--- src/rtl/ps2_digit_sender.sv ---
// PS/2 device-side transmitter: sends a decimal digit as a set-2 key press/release
// (make code, F0, make code) on an emulated PS/2 clock/data pair.
module ps2_digit_sender #(
    parameter int HALF_PERIOD = 2500,
    parameter int GAP_CYCLES  = 5000
) (
    input  logic       clk,
    input  logic       rst,
    input  logic [3:0] digit_in,
    input  logic       digit_valid,
    output logic       ready_out,
    output logic       ps2_clk_out,
    output logic       ps2_data_out,
    output logic       done_out,
    output logic       err_out
);

    localparam logic [2:0] IDLE   = 3'd0;
    localparam logic [2:0] BIT_HI = 3'd1;
    localparam logic [2:0] BIT_LO = 3'd2;
    localparam logic [2:0] GAP    = 3'd3;
    localparam logic [2:0] FINISH = 3'd4;

    localparam logic [15:0] HALF_LOAD  = 16'(HALF_PERIOD - 1);
    localparam logic [15:0] GAP_LOAD   = 16'(GAP_CYCLES - 1);
    localparam logic [3:0]  LAST_BIT   = 4'd10;
    localparam logic [1:0]  LAST_FRAME = 2'd2;
    localparam logic [7:0]  BREAK_CODE = 8'hF0;
    localparam logic [3:0]  MAX_DIGIT  = 4'd9;

    logic [2:0]  state;
    logic [15:0] timer;
    logic [3:0]  bit_idx;
    logic [1:0]  frame_idx;
    logic [7:0]  code;
    logic [10:0] frame_sh;   // remaining bits of the current frame, next-to-send at [1]
    logic        clk_q;
    logic        data_q;
    logic        err_q;

    function automatic logic [7:0] scan_code(input logic [3:0] d);
        logic [7:0] sc;
        sc = 8'h00;
        case (d)
            4'd0: sc = 8'h45;
            4'd1: sc = 8'h16;
            4'd2: sc = 8'h1E;
            4'd3: sc = 8'h26;
            4'd4: sc = 8'h25;
            4'd5: sc = 8'h2E;
            4'd6: sc = 8'h36;
            4'd7: sc = 8'h3D;
            4'd8: sc = 8'h3E;
            4'd9: sc = 8'h46;
            default: sc = 8'h00;
        endcase
        return sc;
    endfunction

    // Stop, odd parity, data LSB-first, start.
    function automatic logic [10:0] build_frame(input logic [7:0] data);
        return {1'b1, ~^data, data, 1'b0};
    endfunction

    // NOTE: every register in this block uses <= so all updates see the pre-edge values.
    always_ff @(posedge clk) begin
        if (rst) begin
            state     <= IDLE;
            timer     <= '0;
            bit_idx   <= '0;
            frame_idx <= '0;
            code      <= '0;
            frame_sh  <= '1;
            clk_q     <= 1'b1;
            data_q    <= 1'b1;
            err_q     <= 1'b0;
        end else begin
            err_q <= 1'b0;
            case (state)
                IDLE, FINISH: begin
                    state <= IDLE;
                    if (digit_valid) begin
                        if (digit_in <= MAX_DIGIT) begin
                            code      <= scan_code(digit_in);
                            frame_sh  <= build_frame(scan_code(digit_in));
                            bit_idx   <= '0;
                            frame_idx <= '0;
                            timer     <= HALF_LOAD;
                            state     <= BIT_HI;
                            clk_q     <= 1'b1;
                            data_q    <= 1'b0;
                        end else begin
                            err_q <= 1'b1;
                        end
                    end
                end

                BIT_HI: begin
                    if (timer == '0) begin
                        state <= BIT_LO;
                        timer <= HALF_LOAD;
                        clk_q <= 1'b0;
                    end else begin
                        timer <= timer - 16'd1;
                    end
                end

                BIT_LO: begin
                    if (timer == '0) begin
                        clk_q <= 1'b1;
                        if (bit_idx == LAST_BIT) begin
                            data_q <= 1'b1;
                            if (frame_idx == LAST_FRAME) begin
                                state <= FINISH;
                            end else begin
                                state     <= GAP;
                                timer     <= GAP_LOAD;
                                frame_idx <= frame_idx + 2'd1;
                            end
                        end else begin
                            // Data only moves together with the rising clock.
                            state    <= BIT_HI;
                            timer    <= HALF_LOAD;
                            bit_idx  <= bit_idx + 4'd1;
                            data_q   <= frame_sh[1];
                            frame_sh <= {1'b1, frame_sh[10:1]};
                        end
                    end else begin
                        timer <= timer - 16'd1;
                    end
                end

                GAP: begin
                    if (timer == '0) begin
                        state    <= BIT_HI;
                        timer    <= HALF_LOAD;
                        bit_idx  <= '0;
                        data_q   <= 1'b0;
                        frame_sh <= build_frame((frame_idx == 2'd1) ? BREAK_CODE : code);
                    end else begin
                        timer <= timer - 16'd1;
                    end
                end

                default: begin
                    state  <= IDLE;
                    clk_q  <= 1'b1;
                    data_q <= 1'b1;
                end
            endcase
        end
    end

    // FINISH doubles as an accepting state so back-to-back events have no dead cycle.
    assign ready_out    = (state == IDLE) || (state == FINISH);
    assign done_out     = (state == FINISH);
    assign err_out      = err_q;
    assign ps2_clk_out  = clk_q;
    assign ps2_data_out = data_q;

endmodule

--- config.mk ---
export PLATFORM = sky130hd
export DESIGN_NAME = ps2_digit_sender
export DESIGN_NICKNAME = d
export VERILOG_FILES = /design/src/rtl/ps2_digit_sender.sv
export SDC_FILE = /design/constraint.sdc
export NUM_CORES = 1
export LEC_CHECK = 0
export CAP_MARGIN = 20
export CELL_PAD_IN_SITES_DETAIL_PLACEMENT = 0
export CELL_PAD_IN_SITES_GLOBAL_PLACEMENT = 1
export CORE_ASPECT_RATIO = 1.25
export CORE_MARGIN = 3
export CORE_UTILIZATION = 40
export CTS_CLUSTER_DIAMETER = 60
export DETAILED_ROUTE_END_ITERATION = 8
export PLACE_DENSITY = 0.75
export SYNTH_ARGS = -nofsm -noshare
export SYNTH_HDL_FRONTEND = slang
export SYNTH_SLANG_ARGS = --single-unit
--- constraint.sdc ---
create_clock -name clk -period 2.1 [get_ports clk]
set_input_delay 0.42 -clock clk [delete_from_list [all_inputs] [get_ports clk]]
set_output_delay 0.42 -clock clk [all_outputs]
set_load 0.01 [all_outputs]
# Yosys cells after proc, flatten, opt, wreduce, memory -nomap -nowiden
# Memories as Yosys holds them, arrays and structs flattened. A register that Yosys moved wholly into a read port is not among the register bits.
# Cells that the tools add are included.
dict set report word_totals {
  ff_bits 47
  latch_bits 0
  ramBits 0
  mem_bits_ro 224
  input_bits 7
  mem_count 2
}
# name depth word_bits rd rd_clocked_by_memory_dff write_ports line
set memory_table {}
lappend memory_table {{(name not given)} 16 7 1 1 0 44} ;# case (d)
lappend memory_table {{(name not given)} 16 7 1 0 0 44}
dict set report classes {
  addsub 3
  n_mul 0
  div_mod_pow 0
  n_lt_le_gt_ge 1
  eq_ne 16
  shift 0
  mux 49
  bitwise 4
  reduce_logical 18
}
# op n
set ops {}
lappend ops {{$mux W16} 6}
lappend ops {{$mux W11} 5}
lappend ops {{$pmux W16 S3} 1}
lappend ops {{$mux W8} 5}
lappend ops {{$pmux W11 S3} 1}
lappend ops {{$mux W4} 5}
lappend ops {{$logic_not A16 Y1} 1}
lappend ops {{$ne A2 B2 Y1 const B} 8}
lappend ops {{$reduce_xnor A8 Y1} 2}
lappend ops {{$sub A16 B1 Y16 const B} 1}
lappend ops {{$mux W3} 5}
lappend ops {{$pmux W3 S4} 1}
lappend ops {{$pmux W4 S3} 1}
lappend ops {{$reduce_and A6 Y1} 2}
lappend ops {{$mux W1} 11}
lappend ops {{$mux W2} 5}
lappend ops {{$reduce_and A5 Y1} 2}
lappend ops {{$pmux W1 S4} 2}
lappend ops {{$eq A3 B2 Y1 const B} 2}
lappend ops {{$reduce_and A3 Y1} 2}
lappend ops {{$reduce_bool A3 Y1} 2}
lappend ops {{$add A4 B1 Y4 const B} 1}
lappend ops {{$eq A4 B4 Y1 const B} 1}
lappend ops {{$le A4 B4 Y1 const B} 1}
lappend ops {{other kinds (14)} 18}

# Longest topological paths before layout
dict set report logic_depth {
  ltp_word 9
  ltp_mapped 10
  ltp_nobuf 8
}

# Worst setup path before layout
# Ideal clock, no wire load.
dict set report synth_timing {
  path_kind {reg-to-reg}
  startpoint {reg timer[0]}
  endpoint {reg frame_sh[8]}
  setup_ns 0.120
  arrival_ns 1.785
  slack_ns 0.195
  stages_incl_launch_ff 10
  path_buffers 2
  period_less_slack_ns 1.905
  cell_sequence {dfxtp_1 -> inv_1 -> ha_1 -> nor3b_1 -> and4_1 -> buf_6 -> a31oi_1 -> buf_2 -> nor3_1 -> a211o_1}
}
dict set report synth_via {
  elab_chain_cells 3
  elab_cells_between_ends 4
  cone_classes {eq/ne (2); reduce/logical (2)}
}
# item line
set synth_rtl {}
lappend synth_rtl {{start, declared} 32} ;# logic [15:0] timer;
lappend synth_rtl {{start signal, assigned} 104} ;# timer <= timer - 16'd1;
lappend synth_rtl {{start signal, assigned} 129} ;# timer <= timer - 16'd1;
lappend synth_rtl {{start signal, assigned} 141} ;# timer <= timer - 16'd1;
lappend synth_rtl {{$logic_not A16 Y1 (*)} {109, 134}}
lappend synth_rtl {{$ne A2 B2 Y1 (no source line)} -}
lappend synth_rtl {{$reduce_and A6 Y1 (no source line) (*)} -}
lappend synth_rtl {{end signal, assigned} 85} ;# frame_sh <= build_frame(scan_code(digit_in));
lappend synth_rtl {{end signal, assigned} 126} ;# frame_sh <= {1'b1, frame_sh[10:1]};
lappend synth_rtl {{end signal, assigned} 139} ;# frame_sh <= build_frame((frame_idx == 2'd1) ? BREAK_CODE : code);
lappend synth_rtl {{end, declared} 36} ;# logic [10:0] frame_sh;
# Every way passes the cells marked *; elsewhere a longest branch is shown, timed or not.
# A chain may end at the register's enable or synchronous reset.

# Worst setup path in the final report
dict set report layout_timing {
  startpoint {reg timer[0]}
  endpoint {reg bit_idx[2]}
}
dict set report layout_via {
  elab_chain_cells 3
  elab_cells_between_ends 4
  cone_classes {eq/ne (2); reduce/logical (2)}
}
# item line
set layout_rtl {}
lappend layout_rtl {{$logic_not A16 Y1 (*)} {109, 134}}
lappend layout_rtl {{$ne A2 B2 Y1 (no source line)} -}
lappend layout_rtl {{$reduce_and A6 Y1 (no source line) (*)} -}
lappend layout_rtl {{end signal, assigned} 124} ;# bit_idx <= bit_idx + 4'd1;
lappend layout_rtl {{end, declared} 33} ;# logic [3:0] bit_idx;
# Marks and branches as above.

==> reports/metrics.cfg <==
[logic_synthesis]
synth_flop_cell = dfxtp_1
avgSynthCellArea_um2 = 7.92
yosys.cell_types.count = 53
ys_seq_area_share_pct = 33.0
synth_top_area_share_pct = 33.0
synth_edf_count = 0
syn_area_um2 = 2670
synthesis.nets = 355
yosys.area.top_type = dfxtp_1
async_flop_share_pct = 0
ys_top_cells_by_area = dfxtp_1, nor2_1, ha_1
yosys.cell_count.top_type = nor2_1
synth_top_cells_by_count = nor2_1, dfxtp_1, nand2_1
synthCells = 337
ys_warn_count = 0
ys_seq_elements = 44

[placed_design]
dp_slack_ns = -0.529
place_congestion = 0.812
portBuffers = 11
place_area_um2 = 3170
dpl.hpwl_um = 4990

[worst_setup_path]
path_common_cell = buf_4
critPathSlowestCell = or4b_1
reg2reg_slack_ns = 0.10
slowest_delay_ns = 0.47
path_depth = 9
worstReg2RegEnd = bit_idx[2]
endpoint = bit_idx[2]
path_max_fanout = 4
crit_type = flop to flop
crit_buf_inv = 3
end_kind = flop
worstPathCellList = inv_1 > ha_1 > nor3b_1 > buf_4 > and4_4 > buf_4 > nand2_2 > or4b_1 > a21oi_1
cp.required_ns = 2.33
worstSetupStartpointType = flop
reg2reg_from = timer[0]
arrival_ns = 2.23
crit_family = simple AND/OR/NAND/NOR gates
cp-startpoint = timer[0]
r2r_cells = 9

[power]
peakVddDrop_v = 0.000525
p_clk_share_pct = 16.3
power_density_nw_per_um2 = 1260
comb_power_share_pct = 55.4
sw_frac_of_total_pct = 39.9
power.net_switching_uw = 1700
power_leakage_uw = 0.00139
seqPwrFrac_pct = 28.2
p_total_uw = 4260
p_int_uw = 2560

[timing]
fin_ws_ns = 0.104
finClkSkew_ns = 0.0123
setup_viol_count_final = 0
fin_tns_setup_ns = 0
grt_setup_unrepaired = yes
drv_slew = 0
fmax_mhz = 501
slew_headroom_pct = 62.5
period_needed_ns = 2.00
worst_pin_slew_ns = 0.560
timing.hold.ws_ns = 0.463
period_share_pct = 95.0
hold_viol_final = 0

[floorplan]
fp.dieH_um = 97.3
fp.dieArea_um2 = 7690
die_x_um = 79.0
fp.coreArea_um2 = 6330
pin_count = 12
num_rows = 32
initial_utilization_pct = 42.2

[cts]
cts_made_buffers = 5
clk-insertion-delay-late_ns = 0.30
cts_tree = yes
clk_pin_slew_ns = 0.09
root_buffer = clkbuf_8
clkSinkCount = 44
clk_path_buf_depth = 2
htree_levels = 2

[hold_path]
hold_path_class = flop to flop
hp-start = frame_sh[1]

[route]
drt-initial-drc-count = 75
vias = 2506
wl_per_cell_um = 14.0
dr.pass1.iters = 6
viasPerCell = 5.26
antenna_left = 0
route.detailed.drc = 0
routed_wl_um = 6680

[final_layout]
synthToLayoutAreaGrowth_pct = 26.9
drive_gt1_share_pct = 22.5
n_fill_cell = 668
nets = 408
num_antenna_cells = 0
fin_area_um2 = 3390

[flow_run]
cap_violations = 0

[global_routing]
antenna_found_initial = 0
grt_pass1_vias = 2462
grt_util_all_layers_pct = 18.4
grt_max_degree = 20
grt_pass1_wl_um = 11500
grt_remaining_overflow = 0

[status]
outcome = finished, final reports clean

## final cells by class
class                      instances  area, um2  share of cell area, %
multi-input combinational        258       1690                   49.8
sequential                        44        881                   26.0
timing repair buffer              66        534                   15.8
tap                               85        106                   3.14
clock buffer                       6       82.6                   2.44
inverter                          15       56.3                   1.66
clock inverter                     2       38.8                   1.15
## layer usage
layer  track usage (%)  up-vias  wire (um)
met2              32.2       35       3450
met1              21.6     1165       2930
li1                  -     1293          -
met4              7.67        0        155
met3              3.15       13        139
met5                 0        -          0
## through the flow
stage / cells / utilization [%]
floorplan: 337 / -
finish: 476 / 53.5
global route: 476 / 53.5
detailed placement: 465 / 50.1
global placement: 465 / 50.1
CTS: 474 / 52.6
## worst min path at each step
stage,end,slack (ns),depth (start not counted)
finish,frame_sh[1],0.46,1
global route,frame_sh[1],0.49,1
CTS,frame_sh[1],0.47,1
detailed placement,frame_sh[1],0.45,1
global placement,frame_sh[1],0.44,1
floorplan,frame_sh[1],0.43,1
## repair_timing
item                                    in CTS  in global routing
gates resized for setup                     10                 12
endpoints found under the setup margin      26                 34
pin swaps                                    5                  2
hold buffers                                 0                  0
setup buffers                                1                  2
## power groups by stage
| stage | logic, uW | clock network, uW | registers (uW) |
|---|---|---|---|
| 2_1_floorplan | 1390 | 0 | 1210 |
| 3_3_place_gp | 2230 | 0 | 1220 |
| 3_5_place_dp | 2240 | 0 | 1220 |
| 4_1_cts | 2300 | 718 | 1200 |
| 5_1_grt | 2630 | 750 | 1230 |
| 6_report | 2360 | 697 | 1200 |
## sequential cells by signal, indices dropped and copies added (netlist names)
register and count:
frame_idx 2, code 7, bit_idx 4, state 3
err_out 1, frame_sh 9, ps2_clk_out 1, ps2_data_out 1
timer 16
## cells in the final DEF (no fill, tap or decap), types with 9 or more instances in the layout
cell and instances:
nor3_1 15, xor2_1 10, o21ai_0 16, a211o_1 11, buf_4 53, nand3_1 9
a21oi_1 17, nand2_1 26, nor2_1 54, inv_1 13, ha_1 9, a211oi_1 9
dfxtp_1 44
## cell families after synthesis
logic type,Yosys count,share of synthesized area [%]
flip-flops,44,33.0
adder cells (fa/ha/maj),11,5.16
multiplexers,9,3.42
AND/OR/NAND/NOR,137,25.3
XOR/XNOR,19,6.24
AO/OA/AOI/OAI,82,20.8
buffers and inverters,35,6.00
(Power assumes the default switching activity.)
